$ cat src/rtl/cipher_pkg.sv
// ---------------------------------------------------------------------------
// cipher_pkg: shared constants, state type and helpers for the Feistel cipher.
// Revision: 1.0
// ---------------------------------------------------------------------------
`default_nettype none

package cipher_pkg;

   localparam int NW          = 9;
   localparam int NROUNDS     = 31;
   localparam int ROUND_FIRST = 92;
   localparam int ROUND_LAST  = 2;
   localparam int ROUND_STEP  = 3;
   localparam int KEY_W       = 144;
   localparam int NKW         = KEY_W / NW;     // master-key words held in W
   localparam int NWORDS      = 3 * NROUNDS;    // schedule words written by expansion

   typedef enum logic [1:0] {
      ST_IDLE   = 2'd0,
      ST_LOAD   = 2'd1,
      ST_EXPAND = 2'd2,
      ST_DONE   = 2'd3
   } state_t;

   // Rotate-left of a word: the upper half of {x,x} shifted holds the rotation.
   function automatic logic [NW-1:0] rotl9(input logic [NW-1:0] x, input int unsigned n);
      logic [2*NW-1:0] d;
      d = {x, x} << (n % NW);
      return d[2*NW-1 -: NW];
   endfunction

endpackage

`default_nettype wire

$ cat src/rtl/key_buf.sv
// ---------------------------------------------------------------------------
// key_buf: 31 x 27-bit round-key store, one word write port, one comb read port.
// Revision: 1.0
// ---------------------------------------------------------------------------
`default_nettype none

module key_buf
   import cipher_pkg::*;
(
   input  logic          clk,
   input  logic          rst_n,
   input  logic          we,
   input  logic [4:0]    wr_slot,
   input  logic [1:0]    wr_lane,
   input  logic [NW-1:0] wr_word,
   input  logic [4:0]    rd_idx,
   output logic [NW-1:0] rd_key_1,
   output logic [NW-1:0] rd_key_2,
   output logic [NW-1:0] rd_key_3
);

   logic [3*NW-1:0] slots [NROUNDS];
   logic [3*NW-1:0] rd_data;

   // Lane 0 (key 1) sits in the low word of each slot.
   genvar s;
   generate
      for (s = 0; s < NROUNDS; s++) begin : g_slot
         logic [3*NW-1:0] q;

         always_ff @(posedge clk or negedge rst_n) begin
            if (!rst_n) begin
               q <= '0;
            end else if (we && (wr_slot == 5'(s))) begin
               case (wr_lane)
                  2'd0:    q[NW-1:0]      <= wr_word;
                  2'd1:    q[2*NW-1:NW]   <= wr_word;
                  2'd2:    q[3*NW-1:2*NW] <= wr_word;
                  default: ;
               endcase
            end
         end

         assign slots[s] = q;
      end
   endgenerate

   always_comb begin
      rd_data = '0;
      if (rd_idx < 5'(NROUNDS))
         rd_data = slots[rd_idx];
   end

   assign rd_key_1 = rd_data[NW-1:0];
   assign rd_key_2 = rd_data[2*NW-1:NW];
   assign rd_key_3 = rd_data[3*NW-1:2*NW];

endmodule

`default_nettype wire

$ cat src/rtl/key_sched.sv
// ---------------------------------------------------------------------------
// key_sched: expands a 144-bit master key into 31 round-key triples and serves
// them combinationally by round number. Revision: 1.0
// ---------------------------------------------------------------------------
`default_nettype none

module key_sched
   import cipher_pkg::*;
(
   input  logic             clk,
   input  logic             rst_n,
   input  logic             key_load,
   input  logic [KEY_W-1:0] key_in,
   input  logic [6:0]       round_no,
   output logic [NW-1:0]    round_key_1,
   output logic [NW-1:0]    round_key_2,
   output logic [NW-1:0]    round_key_3,
   output logic             busy,
   output logic             ready,
   output logic             key_err
);

   state_t        state;
   state_t        state_nx;
   logic [NW-1:0] w [NKW];
   logic [6:0]    t;
   logic [4:0]    r;
   logic [1:0]    l;
   logic          step;
   logic [4:0]    rd_idx;
   logic [NW-1:0] buf_k1;
   logic [NW-1:0] buf_k2;
   logic [NW-1:0] buf_k3;

   always_ff @(posedge clk or negedge rst_n) begin
      if (!rst_n)
         state <= ST_IDLE;
      else
         state <= state_nx;
   end

   // A load strobe restarts from any state, including mid-expansion.
   always_comb begin
      state_nx = state;
      if (key_load) begin
         state_nx = ST_LOAD;
      end else begin
         case (state)
            ST_IDLE:   state_nx = ST_IDLE;
            ST_LOAD:   state_nx = ST_EXPAND;
            ST_EXPAND: if (t == 7'(NWORDS - 1)) state_nx = ST_DONE;
            ST_DONE:   state_nx = ST_DONE;
            default:   state_nx = ST_IDLE;
         endcase
      end
   end

   always_comb begin
      busy  = (state == ST_LOAD) || (state == ST_EXPAND);
      ready = (state == ST_DONE);
      step  = busy && !key_load;
   end

   // W is loaded on the key_load edge itself so that word 0 lands on the next edge.
   always_ff @(posedge clk or negedge rst_n) begin
      if (!rst_n) begin
         for (int i = 0; i < NKW; i++)
            w[i] <= '0;
         t <= '0;
         r <= '0;
         l <= '0;
      end else if (key_load) begin
         for (int i = 0; i < NKW; i++)
            w[i] <= key_in[KEY_W-1-NW*i -: NW];
         t <= '0;
         r <= '0;
         l <= '0;
      end else if (step) begin
         for (int i = 0; i < NKW - 1; i++)
            w[i] <= w[i+1];
         w[NKW-1] <= w[0] ^ rotl9(w[9], 3) ^ {2'b00, t};
         t <= t + 7'd1;
         if (l == 2'd2) begin
            l <= 2'd0;
            r <= r + 5'd1;
         end else begin
            l <= l + 2'd1;
         end
      end
   end

   key_buf u_key_buf (
      .clk      (clk),
      .rst_n    (rst_n),
      .we       (step),
      .wr_slot  (r),
      .wr_lane  (l),
      .wr_word  (w[0]),
      .rd_idx   (rd_idx),
      .rd_key_1 (buf_k1),
      .rd_key_2 (buf_k2),
      .rd_key_3 (buf_k3)
   );

   // round_no -> round index; only 2, 5, ..., 92 are valid.
   always_comb begin
      rd_idx  = '0;
      key_err = 1'b0;
      case (round_no)
         7'd2:    rd_idx = 5'd0;
         7'd5:    rd_idx = 5'd1;
         7'd8:    rd_idx = 5'd2;
         7'd11:   rd_idx = 5'd3;
         7'd14:   rd_idx = 5'd4;
         7'd17:   rd_idx = 5'd5;
         7'd20:   rd_idx = 5'd6;
         7'd23:   rd_idx = 5'd7;
         7'd26:   rd_idx = 5'd8;
         7'd29:   rd_idx = 5'd9;
         7'd32:   rd_idx = 5'd10;
         7'd35:   rd_idx = 5'd11;
         7'd38:   rd_idx = 5'd12;
         7'd41:   rd_idx = 5'd13;
         7'd44:   rd_idx = 5'd14;
         7'd47:   rd_idx = 5'd15;
         7'd50:   rd_idx = 5'd16;
         7'd53:   rd_idx = 5'd17;
         7'd56:   rd_idx = 5'd18;
         7'd59:   rd_idx = 5'd19;
         7'd62:   rd_idx = 5'd20;
         7'd65:   rd_idx = 5'd21;
         7'd68:   rd_idx = 5'd22;
         7'd71:   rd_idx = 5'd23;
         7'd74:   rd_idx = 5'd24;
         7'd77:   rd_idx = 5'd25;
         7'd80:   rd_idx = 5'd26;
         7'd83:   rd_idx = 5'd27;
         7'd86:   rd_idx = 5'd28;
         7'd89:   rd_idx = 5'd29;
         7'd92:   rd_idx = 5'd30;
         default: key_err = 1'b1;
      endcase
   end

   always_comb begin
      round_key_1 = key_err ? '0 : buf_k1;
      round_key_2 = key_err ? '0 : buf_k2;
      round_key_3 = key_err ? '0 : buf_k3;
   end

endmodule

`default_nettype wire

$ cat config.mk
export PLATFORM = sky130hd
export DESIGN_NAME = key_sched
export DESIGN_NICKNAME = d
export VERILOG_FILES = /design/src/rtl/cipher_pkg.sv /design/src/rtl/key_buf.sv /design/src/rtl/key_sched.sv
export SDC_FILE = /design/constraint.sdc
export NUM_CORES = 2
export LEC_CHECK = 0
export CAP_MARGIN = 25
export CORE_MARGIN = 10
export CORE_UTILIZATION = 25
export CTS_CLUSTER_DIAMETER = 60
export DETAILED_ROUTE_END_ITERATION = 10
export GPL_TIMING_DRIVEN = 0
export SYNTH_ARGS = -nofsm -noshare
export SYNTH_HDL_FRONTEND = slang
export SYNTH_HIERARCHICAL = 1
export SYNTH_SLANG_ARGS = --single-unit
$ cat constraint.sdc
create_clock -name clk -period 15.2 [get_ports clk]
set_input_delay 4.56 -clock clk [delete_from_list [all_inputs] [get_ports clk]]
set_output_delay 4.56 -clock clk [all_outputs]
set_load 0.05 [all_outputs]
# Yosys cells after proc, flatten, opt, wreduce, memory -nomap -nowiden
# Cells that the tools add are included.
dict set report totals {
  reg_bits 997
  latchBits 0
  ram_bits 0
  romBits 0
  input_bits 154
  output_inout_bits 30
  mem_count 0
}
dict set report classes {
  add_sub_neg 3
  multipliers 0
  n_div 0
  n_lt_le_gt_ge 2
  n_eq_ne 68
  shift 0
  n_mux 22
  bitwise 3
  n_reduce_logical 134
}
# op count
set op_table {}
lappend op_table {{144-bit two-way mux} 2}
lappend op_table {{2-bit AND reduction} 94}
lappend op_table {{5-bit case mux with 30 select lines} 1}
lappend op_table {{27-bit binary-select mux with 5-bit select} 1}
lappend op_table {{27-bit two-way mux} 3}
lappend op_table {{7-bit by 6-bit equality test with 1-bit output, second input constant} 11}
lappend op_table {{7-bit equality test, second input constant} 11}
lappend op_table {{5-bit equality test, second input constant} 15}
lappend op_table {{5-bit by 4-bit equality test with 1-bit output, second input constant} 8}
lappend op_table {{7-bit by 5-bit equality test with 1-bit output, second input constant} 5}
lappend op_table {{1-bit logical AND} 32}
lappend op_table {{31-bit OR reduction} 1}
lappend op_table {{9-bit two-way mux} 3}
lappend op_table {{7-bit by 4-bit equality test with 1-bit output, second input constant} 3}
lappend op_table {{5-bit by 3-bit equality test with 1-bit output, second input constant} 4}
lappend op_table {{5-bit two-way mux} 3}
lappend op_table {{7-bit two-way mux} 2}
lappend op_table {{5-bit by 2-bit equality test with 1-bit output, second input constant} 2}
lappend op_table {{2-bit two-way mux} 5}
lappend op_table {{9-bit by 7-bit bitwise XOR with 9-bit output} 1}
lappend op_table {{9-bit bitwise XOR} 1}
lappend op_table {{2-bit case mux with 4 select lines} 1}
lappend op_table {{7-bit by 1-bit adder with 7-bit output, second input constant} 1}
lappend op_table {{7-bit by 2-bit equality test with 1-bit output, second input constant} 1}
lappend op_table {{16 further kinds} 21}

# Longest topological paths before layout
dict set report logic_depth {
  ltp_word 8
  ltp_mapped 18
  depth_no_buf 11
}

# Cells and area by module
# Netlist, hierarchy kept.
# module n_inst cells_per_inst area_per_inst_um2
set by_module_without_submodules {}
lappend by_module_without_submodules {key_buf 1 2627 38413.1}
lappend by_module_without_submodules {key_sched 1 912 8617.0}

# Worst setup path before layout
# No wires, ideal clock.
dict set report synth_timing {
  path_kind {input port to output port}
  startpoint {in round_no[1]}
  endpoint {out round_key_1[4]}
  arrival_ns 7.958
  required_time_ns 10.640
  setup_slack_ns 2.682
  stages 15
  path_buffers 6
  path_cell_list {buf_4 -> or3_4 -> a2111oi_4 -> a21oi_2 -> buf_6 -> buf_6 -> o21ai_1 -> clkbuf_1 -> clkbuf_1 -> nor3b_1 -> clkbuf_1 -> a22oi_1 -> nand4_1 -> inv_1 -> a31oi_1}
}
dict set report synth_between {
  elab_chain_len 8
}
# element line_no
set synth_lines {}
lappend synth_lines {{start, declared} key_sched.sv:14} ;# input logic [6:0] round_no,
lappend synth_lines {{7-bit equality test (tied with other cells)} key_sched.sv:109} ;# case (round_no)
lappend synth_lines {{5-bit case mux with 30 select lines *} key_sched.sv:109}
lappend synth_lines {{net rd_idx[2]} key_sched.sv:30} ;# logic [4:0] rd_idx;
lappend synth_lines {{5-bit NOT with 6-bit output (implied by the code)} key_buf.sv:51} ;# rd_data = slots[rd_idx];
lappend synth_lines {{27-bit binary-select mux with 5-bit select} key_buf.sv:51}
lappend synth_lines {{27-bit two-way mux (implied by the code) (2 in series)} key_buf.sv:51}
lappend synth_lines {{27-bit two-way mux *} key_buf.sv:50} ;# if (rd_idx < 5'(NROUNDS))
lappend synth_lines {{net buf_k1[4]} key_sched.sv:31} ;# logic [NW-1:0] buf_k1;
lappend synth_lines {{9-bit two-way mux *} key_sched.sv:146} ;# round_key_1 = key_err ? '0 : buf_k1;
lappend synth_lines {{end, declared} key_sched.sv:15} ;# output logic [NW-1:0] round_key_1,
# Mark *: on every way through the listed nets, which the timed path passes. The rest lies on a longest branch. The select of a mux whose other input is x is not followed.

# Worst setup path in the final report
dict set report layout_timing {
  startpoint {in round_no[3]}
  endpoint {out round_key_1[8]}
}
# The elaborated chain is that of the path after synthesis.

==> flow_metrics.tcl <==
set metrics [dict create \
    cts_buffers 104 \
    core_area_mm2 0.187 \
    ff2ff_setup_slack_ps 10750 \
    num_rows 159 \
    clockRootBuffer "clkbuf_16" \
    crit_chain "clkdlybuf4s50_1 -> buf_2 -> buf_2 -> nor3b_1 -> a21oi_1 -> o32ai_1 -> a21oi_1 -> o21ai_0 -> buf_4 -> clkbuf_1 -> nand2_1 -> a21oi_1 -> clkbuf_1 -> o211ai_1 -> nand4_1 -> inv_1 -> a31oi_1 -> clkdlybuf4s50_1" \
    crit_buf_inv 8 \
    hold_path_class "reg -> reg" \
    fillers 18942 \
    layout_common_cells "dfrtp_1 (997), mux2_2 (823), mux2i_1 (298)" \
    cts_resized 4 \
    critical_path_class "in -> out" \
    ant_nets 0 \
    cp_slowest_stage_delay_ps 930 \
    synthArstFlopShare_pct 100 \
    initial_utilization_pct 25.1 \
    layout-drive-gt1-share_pct 33.2 \
    grt_pass1_vias 32937 \
    finalSetupViolations 0 \
    worst_slew_pin_slew_ps 1150 \
    rsz0062_at_grt "no" \
    vias 32137 \
    syn_area_mm2 0.0470 \
    ys_types 67 \
    crit_path_frequent_cell "a21oi_1" \
    io_buffers 180 \
    insertion_delay_ps 720 \
    ir_worst_vdd_mv 0.0970 \
    syn_area_per_cell_um2 13.3 \
    fin_nets 4009 \
    cp_top_family "buffers and inverters" \
    grt_usage_pct 15.3 \
    slew_violations 0 \
    cts_setup_buffers 0 \
    finalCritPeriodShare_pct 99.4 \
    max-clock-path-buffers 3 \
    r2r_start "state[1]$_DFFE_PN0P_" \
    leakagePower_nw 25.3 \
    ys_seq_area_share_pct 53.0 \
    grt_max_degree 169 \
    layout_commonest_cell "dfrtp_1" \
    drt-initial-drc-count 3223 \
    overflow 0 \
    maxSlewHeadroom_pct 23.6 \
    drc 0 \
    synth_warnings 6 \
    status "finished, final reports clean" \
    place.detailed.hpwl_mm 118 \
    startpoint_type "primary input" \
    cp_slowest_cell "clkdlybuf4s50_1" \
    drtPass1Iterations 6 \
    ys.flop_type "dfrtp_1" \
    place_area_mm2 0.0523 \
    gp_congestion 1.03 \
    cp_data_required_time_ps 10640 \
    skew_ps 53.7 \
    cts.sinks 997 \
    finalNonFillerCells 6428 \
    whs_endpoint "u_key_buf/g_slot[5].q[7]$_DFFE_PN0P_" \
    ys_seq_elements 997 \
    via_per_inst 5.00 \
    dieArea_mm2 0.206 \
    fmax_mhz 66.2 \
    antenna_found_initial 11 \
    r2r_end "u_key_buf/g_slot[15].q[17]$_DFFE_PN0P_" \
    hold_start "u_key_buf/g_slot[5].q[7]$_DFFE_PN0P_" \
    chipWidth_um 454 \
    hold_violations 0 \
    r2r_cells 11 \
    ios 184 \
    route.detailed.wl_per_inst_um 25.2 \
    synth_edf_count 0 \
    arrival_ps 10550 \
    area_growth_pct 19.1 \
    syn-num-nets 3699 \
    grt_first_pass_wirelength_mm 235 \
    setup_tns_ps 0 \
    holdPathStages 1 \
    finalCriticalPeriod_ps 15110 \
    cap_viol_max_count 0 \
    ctsHtreeMaxLevel 3 \
    wirelength_mm 162 \
    cts.clk_slew.worst_paths_ps 60 \
    postLayoutCellArea_mm2 0.0560 \
    cts_hold_buf 0 \
    p_per_area_mw_per_mm2 118 \
    synthCells 3539 \
    cp-end-kind "output pin" \
    cts_tree "done" \
    cp_max_fo 10 \
    dp.cells 6234 \
    fp.dieH_um 454 \
]
stage by stage:
stage / power (mW) / hold WS (ps) / util [%] / worst slack, ps
5_1_grt: 6.85 / 511 / 29.9 / 2.89
3_5_place_dp: 3.98 / 485 / 27.9 / -561
4_1_cts: 6.64 / 498 / 29.8 / 16.5
6_report: 6.61 / 500 / 29.9 / 85.8
3_3_place_gp: 3.96 / 470 / 27.7 / -35950
2_1_floorplan: 3.45 / 459 / - / 2680
final cells by class:
type	instances	area [um^2]	area share [%]
Sequential cell	997	24900	44.5
Multi-Input combinational cell	2188	20600	36.8
Tap cell	2495	3120	5.57
Clock buffer	151	3100	5.54
Timing Repair Buffer	205	2260	4.03
Buffer	275	1190	2.13
Clock inverter	36	454	0.811
Inverter	78	293	0.523
Antenna cell	3	7.51	0.0134
metal layers:
layer	up-vias	wire length, um	GRT usage (%)
met5	-	0	0
met2	1262	72100	23.4
li1	13527	-	-
met3	311	12400	3.57
met4	0	7980	7.06
met1	17037	69300	20.5
worst max-delay path by stage:
stage / endpoint / cells past startpoint / start
finish: round_key_1[8] / 18 / round_no[3]
global route: round_key_1[0] / 18 / round_no[5]
CTS: round_key_2[7] / 18 / round_no[4]
detailed placement: round_key_2[7] / 18 / round_no[5]
global placement: u_key_buf/g_slot[10].q[25]$_DFFE_PN0P_ / 1 / rst_n
floorplan: round_key_1[4] / 15 / round_no[1]
state kept, by name, summed over array words and instances, names as in the netlist:
name                flops
u_key_buf/g_slot.q    837
w                     144
l                       2
r                       5
state                   2
t                       7
kinds of logic (layout without fill, tap and decap cells):
group	after synthesis	in the layout	share of synthesized area [%]
AO/OA/AOI/OAI	396	396	5.50
XOR/XNOR	34	34	0.633
adder cells (fa/ha/maj)	6	6	0.160
buffers and inverters	354	745	3.15
flip-flops	997	997	53.0
multiplexers	1255	1255	32.2
other	0	3	0
AND/OR/NAND/NOR	497	497	5.33
worst reg2reg max path: stages, from the launching register on:
cell      delay (ps)
dfrtp_1          410
inv_1             70
ha_1             370
clkbuf_1         560
clkbuf_1         620
nor2b_1          220
buf_4            220
and4b_1          220
clkbuf_1         200
nand3_1          190
nor2_2           820
mux2_2           430
synthesized netlist by cell type (all sizes together), types with 24 or more instances:
| master | n | share of area [%] |
|---|---|---|
| inv | 78 | 0.62 |
| o21ai | 146 | 1.6 |
| buf | 91 | 1.1 |
| a21oi | 47 | 0.51 |
| a31oi | 30 | 0.40 |
| mux2i | 299 | 6.4 |
| dfrtp | 997 | 53 |
| xnor2 | 24 | 0.45 |
| a22oi | 66 | 1.1 |
| o221ai | 41 | 0.76 |
| clkbuf | 185 | 1.5 |
| mux4 | 119 | 5.7 |
| nand2 | 214 | 1.8 |
| nor2 | 100 | 1.0 |
| nand3 | 65 | 0.69 |
| mux2 | 837 | 20 |
where the power goes:
group	switching (mW)	internal [mW]
combinational	0.736	0.366
clock	1.13	1.52
sequential	0.0865	2.78
total	1.95	4.66
No activity file was read; power rests on OpenSTA's default activity.
